File: config.mk
export PLATFORM = sky130hd
export DESIGN_NAME = multi_cycle_sequencer
export DESIGN_NICKNAME = d
export VERILOG_FILES = /design/src/rtl/multi_cycle_sequencer.sv
export SDC_FILE = /design/constraint.sdc
export NUM_CORES = 1
export LEC_CHECK = 0
export CORE_ASPECT_RATIO = 1.25
export CORE_UTILIZATION = 35
export DETAILED_ROUTE_END_ITERATION = 10
export SLEW_MARGIN = 20
export SYNTH_ARGS = -nofsm -noshare
export SYNTH_HDL_FRONTEND = slang
export SYNTH_SLANG_ARGS = --single-unit
File: constraint.sdc
create_clock -name clk -period 7.15 [get_ports clk]
set_clock_uncertainty 0.2 [all_clocks]
set_input_delay 1.43 -clock clk [delete_from_list [all_inputs] [get_ports clk]]
set_output_delay 1.43 -clock clk [all_outputs]
set_load 0.01 [all_outputs]
File: src/rtl/multi_cycle_sequencer.sv
// Stage sequencer for the multi-cycle RV32I core: per-opcode stage skipping, halt/resume, watchdog, fault capture.
// Latency: enables are combinational from the registered stage; 3 (branch) to 5+ (load) cycles per instruction.
// Backpressure: mem_ready low holds FETCH/MEMORY; a stall longer than MEM_TIMEOUT cycles faults.
module multi_cycle_sequencer #(
    parameter int STAGE_WIDTH      = 3,
    parameter int RETIRE_CNT_WIDTH = 32,
    parameter int MEM_TIMEOUT      = 255
) (
    input  logic                        clk,
    input  logic                        rst,
    input  logic [6:0]                  opcode,
    input  logic                        mem_ready,
    input  logic                        halt_req,
    input  logic                        resume,
    output logic [STAGE_WIDTH-1:0]      stage,
    output logic                        ir_en,
    output logic                        pc_en,
    output logic                        rf_we,
    output logic                        mem_req,
    output logic                        mem_we,
    output logic                        retire,
    output logic [RETIRE_CNT_WIDTH-1:0] retired_count,
    output logic                        halted,
    output logic                        fault,
    output logic [1:0]                  fault_cause
);

    localparam logic [6:0] OPC_LOAD   = 7'b0000011;
    localparam logic [6:0] OPC_STORE  = 7'b0100011;
    localparam logic [6:0] OPC_BRANCH = 7'b1100011;
    localparam logic [6:0] OPC_JAL    = 7'b1101111;
    localparam logic [6:0] OPC_JALR   = 7'b1100111;
    localparam logic [6:0] OPC_LUI    = 7'b0110111;
    localparam logic [6:0] OPC_AUIPC  = 7'b0010111;
    localparam logic [6:0] OPC_OP     = 7'b0110011;
    localparam logic [6:0] OPC_OPIMM  = 7'b0010011;

    localparam logic [1:0] CAUSE_TIMEOUT = 2'b01;
    localparam logic [1:0] CAUSE_ILLEGAL = 2'b10;

    localparam int WD_W = (MEM_TIMEOUT < 2) ? 1 : $clog2(MEM_TIMEOUT + 1);

    typedef enum logic [2:0] {
        ST_FETCH     = 3'd0,
        ST_DECODE    = 3'd1,
        ST_EXECUTE   = 3'd2,
        ST_MEMORY    = 3'd3,
        ST_WRITEBACK = 3'd4,
        ST_HALT      = 3'd6,
        ST_FAULT     = 3'd7
    } state_t;

    state_t                      state;
    state_t                      state_nxt;
    logic                        halt_pending;
    logic [WD_W-1:0]             wd_cnt;
    logic [1:0]                  cause_q;
    logic [1:0]                  cause_nxt;
    logic [RETIRE_CNT_WIDTH-1:0] count_q;

    logic ir_en_c, pc_en_c, rf_we_c, mem_req_c, mem_we_c, retire_c;
    logic is_load, is_store, is_branch, is_legal;
    logic wd_expire;
    logic mem_wait;

    assign is_load   = (opcode == OPC_LOAD);
    assign is_store  = (opcode == OPC_STORE);
    assign is_branch = (opcode == OPC_BRANCH);
    assign is_legal  = is_load || is_store || is_branch ||
                       (opcode == OPC_JAL)   || (opcode == OPC_JALR)  ||
                       (opcode == OPC_LUI)   || (opcode == OPC_AUIPC) ||
                       (opcode == OPC_OP)    || (opcode == OPC_OPIMM);

    assign mem_wait  = ((state == ST_FETCH) || (state == ST_MEMORY)) && !mem_ready;
    assign wd_expire = (MEM_TIMEOUT > 0) && mem_wait && (wd_cnt == WD_W'(MEM_TIMEOUT));

    always_comb begin
        state_nxt = state;
        cause_nxt = cause_q;
        ir_en_c   = 1'b0;
        pc_en_c   = 1'b0;
        rf_we_c   = 1'b0;
        mem_req_c = 1'b0;
        mem_we_c  = 1'b0;
        retire_c  = 1'b0;
        case (state)
            ST_FETCH: begin
                mem_req_c = 1'b1;
                if (mem_ready) begin
                    ir_en_c   = 1'b1;
                    state_nxt = ST_DECODE;
                end else if (wd_expire) begin
                    state_nxt = ST_FAULT;
                    cause_nxt = CAUSE_TIMEOUT;
                end
            end
            ST_DECODE: begin
                if (is_legal) begin
                    state_nxt = ST_EXECUTE;
                end else begin
                    state_nxt = ST_FAULT;
                    cause_nxt = CAUSE_ILLEGAL;
                end
            end
            ST_EXECUTE: begin
                if (is_load || is_store) begin
                    state_nxt = ST_MEMORY;
                end else if (is_branch) begin
                    pc_en_c  = 1'b1;
                    retire_c = 1'b1;
                end else begin
                    state_nxt = ST_WRITEBACK;
                end
            end
            ST_MEMORY: begin
                mem_req_c = 1'b1;
                mem_we_c  = is_store;
                if (mem_ready) begin
                    if (is_store) begin
                        pc_en_c  = 1'b1;
                        retire_c = 1'b1;
                    end else begin
                        state_nxt = ST_WRITEBACK;
                    end
                end else if (wd_expire) begin
                    state_nxt = ST_FAULT;
                    cause_nxt = CAUSE_TIMEOUT;
                end
            end
            ST_WRITEBACK: begin
                rf_we_c  = 1'b1;
                pc_en_c  = 1'b1;
                retire_c = 1'b1;
            end
            ST_HALT: begin
                if (resume && !halt_req) state_nxt = ST_FETCH;
            end
            ST_FAULT: begin
                state_nxt = ST_FAULT;
            end
            default: begin
                state_nxt = ST_FETCH;
            end
        endcase
        // Every retiring path funnels through here so the halt decision lives in one place.
        if (retire_c) state_nxt = (halt_pending || halt_req) ? ST_HALT : ST_FETCH;
    end

    always_ff @(posedge clk or negedge rst) begin
        if (!rst) begin
            state        <= ST_FETCH;
            halt_pending <= 1'b0;
            wd_cnt       <= '0;
            cause_q      <= 2'b00;
            count_q      <= '0;
        end else begin
            state <= state_nxt;
            if (retire_c) count_q <= count_q + RETIRE_CNT_WIDTH'(1);
            if ((state_nxt == ST_FAULT) && (state != ST_FAULT)) cause_q <= cause_nxt;
            if ((state_nxt == ST_HALT) && (state != ST_HALT))
                halt_pending <= 1'b0;
            else if (halt_req && !retire_c && (state != ST_HALT) && (state != ST_FAULT))
                halt_pending <= 1'b1;
            // Stall counter only runs while a memory access is outstanding in the same state.
            if ((MEM_TIMEOUT > 0) && mem_wait && (state_nxt == state))
                wd_cnt <= wd_cnt + WD_W'(1);
            else
                wd_cnt <= '0;
        end
    end

    // Outputs are forced low while reset is held, even though FETCH would otherwise request memory.
    assign stage         = STAGE_WIDTH'(state);
    assign ir_en         = ir_en_c   & rst;
    assign pc_en         = pc_en_c   & rst;
    assign rf_we         = rf_we_c   & rst;
    assign mem_req       = mem_req_c & rst;
    assign mem_we        = mem_we_c  & rst;
    assign retire        = retire_c  & rst;
    assign halted        = (state == ST_HALT)  & rst;
    assign fault         = (state == ST_FAULT) & rst;
    assign fault_cause   = cause_q;
    assign retired_count = count_q;

endmodule

==> flow_metrics.tcl, run 1 <==
set metrics [dict create \
    outcome "completed" \
    die_x_um 76.3 \
    cts_buffer_depth 2 \
    peakVddDrop_mv 0.0874 \
    slowest_stage "or4b_4" \
    row_count 33 \
    fin_cells 378 \
    finalCritPeriodShare_pct 76.7 \
    vias 1917 \
    drc 0 \
    power.total_mw 0.734 \
    cts.repair.resized 0 \
    drv_slew 0 \
    clock_latency_ps 290 \
    drtAntennaViolNets 0 \
    worst_pin_slew_ps 863 \
    wl_per_cell_um 14.3 \
    portBuffers 56 \
    fmax_mhz 182 \
    cts_made_buffers 5 \
    grt_pass1_wl_mm 9.23 \
    cts_sinks 46 \
    n_antenna_cell 0 \
    slew_headroom_pct 42.5 \
    layout_setup_ws_ps 1660 \
    cap_viol_max_count 0 \
    final_util_pct 47.1 \
    placed_area_um2 3040 \
    nets 305 \
    syn-num-nets 251 \
    critPathMaxStageDelay_ps 560 \
    setup_violations 0 \
    dp_slack_ps 1660 \
    clk_transition_reported_paths_ps 80 \
    critPathTopFamily "buffers and inverters" \
    place_congestion 0.797 \
    syn_avg_cell_area_um2 10.2 \
    finalHoldViolations 0 \
    yosysWarnings 0 \
    grt_max_degree 37 \
    crit_chain "clkdlybuf4s50_1 -> or4b_4 -> a2111o_1 -> nand2_1 -> and2_1 -> clkdlybuf4s50_1" \
    grtUsageTotal_pct 16.0 \
    crit_top_cell "clkdlybuf4s50_1" \
    vias_per_cell 5.07 \
    start_util_pct 36.5 \
    required_ps 5520 \
    worst_hold_slack_ps 279 \
    core-area_um2 6610 \
    setup_tns_ps 0 \
    drive_above_1_share_pct 4.12 \
    ys_types 41 \
    place_inst 371 \
    htree_levels 2 \
    cts_setup_buffers 0 \
    grt_overflow_total 0 \
    rsz0062_at_grt "no" \
    layout_min_cycle_time_ps 5490 \
    first_iter_violations 74 \
    antenna_found_initial 0 \
    worst-path-buf-inv 2 \
    hpwl_mm 3.81 \
    grt_pass1_vias 1924 \
    synthArstFlopShare_pct 100 \
    ys.flop_type "dfrtp_1" \
    critPathKind "in2out" \
    synthCells 237 \
    area_growth_pct 29.0 \
    ctsHoldBuffers 0 \
    dr.pass1.iters 4 \
    power_density_nw_per_um2 236 \
    arrival_ps 3860 \
    clockRootBuffer "clkbuf_8" \
    dieArea_um2 7230 \
    io_pins 57 \
    p_leak_nw 1.30 \
    seq_area_frac_synth_pct 47.7 \
    cp-end-kind "output pin" \
    path_max_fanout 6 \
    synth-edff-count 0 \
    holdCritPathClass "reg2reg" \
    fillers 639 \
    fp.dieH_um 94.8 \
    cts_tree "yes" \
    design_area_um2 3110 \
    routed_wl_mm 5.41 \
    syn_area_um2 2410 \
    worstSetupStartpointType "input pin" \
    yosys_register_bits 46 \
]
-- synthesized netlist by cell type, types with 2 or more instances --
| cell type | n | share of area (%) |
|---|---|---|
| a2111oi_0 | 2 | 0.73 |
| a211oi_1 | 5 | 1.6 |
| a21boi_0 | 2 | 0.62 |
| a21oi_1 | 2 | 0.41 |
| a31oi_1 | 3 | 0.78 |
| a41oi_1 | 2 | 0.73 |
| and2_1 | 7 | 1.8 |
| and3_1 | 13 | 3.4 |
| and4_1 | 5 | 1.8 |
| buf_2 | 2 | 0.41 |
| clkbuf_1 | 7 | 1.1 |
| dfrtp_1 | 46 | 48 |
| ha_1 | 2 | 1.0 |
| inv_1 | 7 | 1.1 |
| nand2_1 | 20 | 3.1 |
| nand2b_1 | 6 | 1.6 |
| nand3_1 | 16 | 3.3 |
| nand3b_1 | 3 | 0.93 |
| nand4_1 | 10 | 2.6 |
| nor2_1 | 11 | 1.7 |
| nor3_1 | 3 | 0.62 |
| nor3b_1 | 2 | 0.62 |
| nor4_1 | 6 | 1.6 |
| or3_1 | 2 | 0.52 |
| xnor2_1 | 27 | 9.8 |
| xor2_1 | 11 | 4.0 |
-- state kept, by name, indices dropped and copies added (netlist names) --
register and cells:
retired_count 32, wd_cnt 8, stage 3, fault_cause 2, halt_pending 1
-- final cells by class --
cell class	instances	area, µm²	area share, %
clock buffer	7	76.3	2.45
inverter	7	26.3	0.844
multi-input combinational	173	1180	37.9
sequential	46	1150	37.0
tap	87	109	3.50
timing repair buffer	58	571	18.3
-- path summary, 6_finish.rpt --
check                                   from                 to  slack [ps]  depth (start not counted)
min reg2reg                retired_count[31]  retired_count[31]         280                          1
min                        retired_count[31]  retired_count[31]         280                          1
min in group asynchronous                rst  retired_count[30]         830                          1
max in group asynchronous                rst          wd_cnt[2]        5140                          2
max reg2reg                         stage[0]   retired_count[8]        4370                          5
max                                opcode[2]             retire        1660                          6
-- cell usage in the layout, fill, tap and decap left out, types with 10 or more instances in the layout --
master	netlist	layout
nor2_1	11	11
nand2_1	20	20
and3_1	13	13
clkdlybuf4s50_1	0	55
dfrtp_1	46	46
nand4_1	10	10
nand3_1	16	16
xor2_1	11	11
xnor2_1	27	27
-- cells by family (layout without fill, tap and decap cells) --
logic type / Yosys count / after routing / synth area share, %
DFF: 46 / 46 / 47.7
adders and majority gates: 2 / 2 / 1.04
xor gates and xnor gates: 38 / 38 / 13.8
and+or+nand+nor: 110 / 110 / 25.9
AOI/OAI and AO/OA: 23 / 23 / 8.14
buffers and inverters: 18 / 72 / 3.37
-- metal layers --
metal | GRT usage, % | vias to the layer above | wire [µm]
met1 | 21.3 | 912 | 2580
li1 | - | 945 | -
met2 | 25.6 | 52 | 2480
met4 | 5.61 | 0 | 88
met5 | 0 | - | 0
met3 | 3.77 | 8 | 266
-- report_power, final --
part,internal [mW],switching (mW)
logic,0.119,0.129
clock network,0.0674,0.0809
registers,0.289,0.0498
Power figures use the tool's default switching activity.
==> inputs of run 2 (changes only) <==
clock period = 5.1 ns   (was 7.15 ns; I/O delays follow)
==> run 2 against run 1 <==
Compared with the run above: setup slack got worse by 1300 ps; power grew 57%; non-clock buffer count stayed put; final area rose by 2.1%; first-iteration DRC count grew 1.4%; utilization rose by 1.0 points; sequential power up 41%; critical endpoint is now pc_en; largest cell class unchanged; highest routed layer unchanged.
==> flow_metrics.tcl, run 2 (synthesis gave the netlist of run 1 again) <==
set metrics [dict create \
    layout_common_cells "clkdlybuf4s50_1 (55), dfrtp_1 (46), xnor2_1 (27)" \
    dr.pass1.iters 4 \
    drive_above_1_share_pct 5.14 \
    clkPwrFrac_pct 28.7 \
    cap_viol_max_count 0 \
    setup_tns_ps 0 \
    ctsHoldBuffers 0 \
    setup_violations 0 \
    cts_setup_buffers 0 \
    crit_top_cell "clkdlybuf4s50_1" \
    power_density_nw_per_um2 362 \
    wl_per_cell_um 14.2 \
    critPathMaxStageDelay_ps 560 \
    clockRootBuffer "clkbuf_8" \
    worst_pin_slew_ps 846 \
    vias 1973 \
    drc 0 \
    worstSetupStartpointType "input pin" \
    finalHoldViolations 0 \
    place_congestion 0.775 \
    io_pins 57 \
    outcome "completed" \
    grt_pass1_wl_mm 8.91 \
    die_x_um 76.3 \
    seq_power_share_pct 41.3 \
    antenna_found_initial 0 \
    htree_levels 2 \
    clock_latency_ps 290 \
    grt_use_met2_pct 25.8 \
    cts_buffer_depth 2 \
    switching_share_pct 32.3 \
    p_leak_nw 1.33 \
    drtAntennaViolNets 0 \
    grt_pass1_vias 1907 \
    arrival_ps 3470 \
    grt_max_degree 28 \
    cts_tree "yes" \
    internal-power_mw 0.779 \
    grt_util_met3_pct 3.67 \
    critPathKind "in2out" \
    cts_sinks 46 \
    rsz0062_at_grt "no" \
    portBuffers 56 \
    final_common_cell "clkdlybuf4s50_1" \
    row_count 33 \
    vias_per_cell 5.21 \
    start_util_pct 36.5 \
    cts.repair.resized 0 \
    largest_reg_flops 32 \
    grt_overflow_total 0 \
    path_max_fanout 6 \
    design_area_um2 3180 \
    routed_wl_mm 5.39 \
    cts_made_buffers 5 \
    required_ps 3880 \
    clk_transition_reported_paths_ps 90 \
    peakVddDrop_mv 0.222 \
    dieArea_um2 7230 \
    use_met1_pct 19.5 \
    fp.dieH_um 94.8 \
    area_growth_pct 31.8 \
    first_iter_violations 75 \
    cp-end-kind "output pin" \
    drv_slew 0 \
    crit_chain "clkdlybuf4s50_1 -> or4b_4 -> a2111o_1 -> nand2_1 -> and2_1 -> clkdlybuf4s50_1" \
    core-area_um2 6610 \
    slew_headroom_pct 43.6 \
    busiest_layer "met2" \
    nets 305 \
    fmax_mhz 213 \
    switching_power_mw 0.372 \
    hpwl_mm 3.81 \
    finalCritPeriodShare_pct 92.0 \
    slowest_stage "or4b_4" \
    grtUsageTotal_pct 15.3 \
    n_antenna_cell 0 \
    placed_area_um2 3040 \
    p_comb_share_pct 30.0 \
    layout_min_cycle_time_ps 4690 \
    holdCritPathClass "reg2reg" \
]
-- run 2: cell count changes in the layout (fill, tap and decap cells not counted), sizes merged --
cell and change:
bufinv +2, clkbuf -1
-- run 2: path summary, 6_finish.rpt --
| path | start | to | slack (ps) | cells past startpoint |
|---|---|---|---|---|
| max | opcode[2] | pc_en | 410 | 6 |
| max in group asynchronous | rst | retired_count[15] | 3430 | 2 |
| min in group asynchronous | rst | retired_count[0] | 510 | 1 |
| max reg2reg | stage[0] | retired_count[16] | 2330 | 5 |
| min | retired_count[31] | retired_count[31] | 280 | 1 |
| min reg2reg | retired_count[31] | retired_count[31] | 280 | 1 |
-- run 2: power groups by stage --
stage	sequential, mW	combinational, mW	clock (mW)
after global routing	0.485	0.383	0.355
after floorplan	0.464	0.212	0
final	0.476	0.345	0.331
after detailed placement	0.483	0.348	0
after global placement	0.481	0.347	0
after CTS	0.476	0.349	0.341
-- run 2: per-layer routing --
layer	vias to the layer above	wire (µm)
met1	964	2600
met3	2	258
li1	951	-
met4	0	24
met2	56	2500
met5	-	0
-- run 2: worst max-delay path, delay by kind of cell --
family	cells	cell delay, ps
AOI/OAI and AO/OA	1	500
buffers and inverters	2	1010
and+or+nand+nor	3	950
-- run 2: cell type report --
type                       instances  area [µm²]
clock buffer                       6        82.6
clock inverter                     2        60.1
fill                             656        3430
inverter                           7        26.3
multi-input combinational        173        1180
sequential                        46        1150
tap                               87         109
timing repair buffer              58         571
-- run 2: per-stage QoR --
stage	hold slack, ps	util [%]	std cells	setup slack [ps]	power [mW]
floorplan	259	-	237	1360	0.676
global placement	269	46.0	371	457	0.828
detailed placement	268	46.0	371	402	0.831
CTS	290	48.1	379	401	1.17
global route	312	48.1	379	313	1.22
finish	284	48.1	379	409	1.15
==> inputs of run 3 (changes only) <==
CTS_CLUSTER_DIAMETER = 30   (was default)
==> results of run 3 <==
The final DEF is identical to that of run 2; final timing and power are the same.
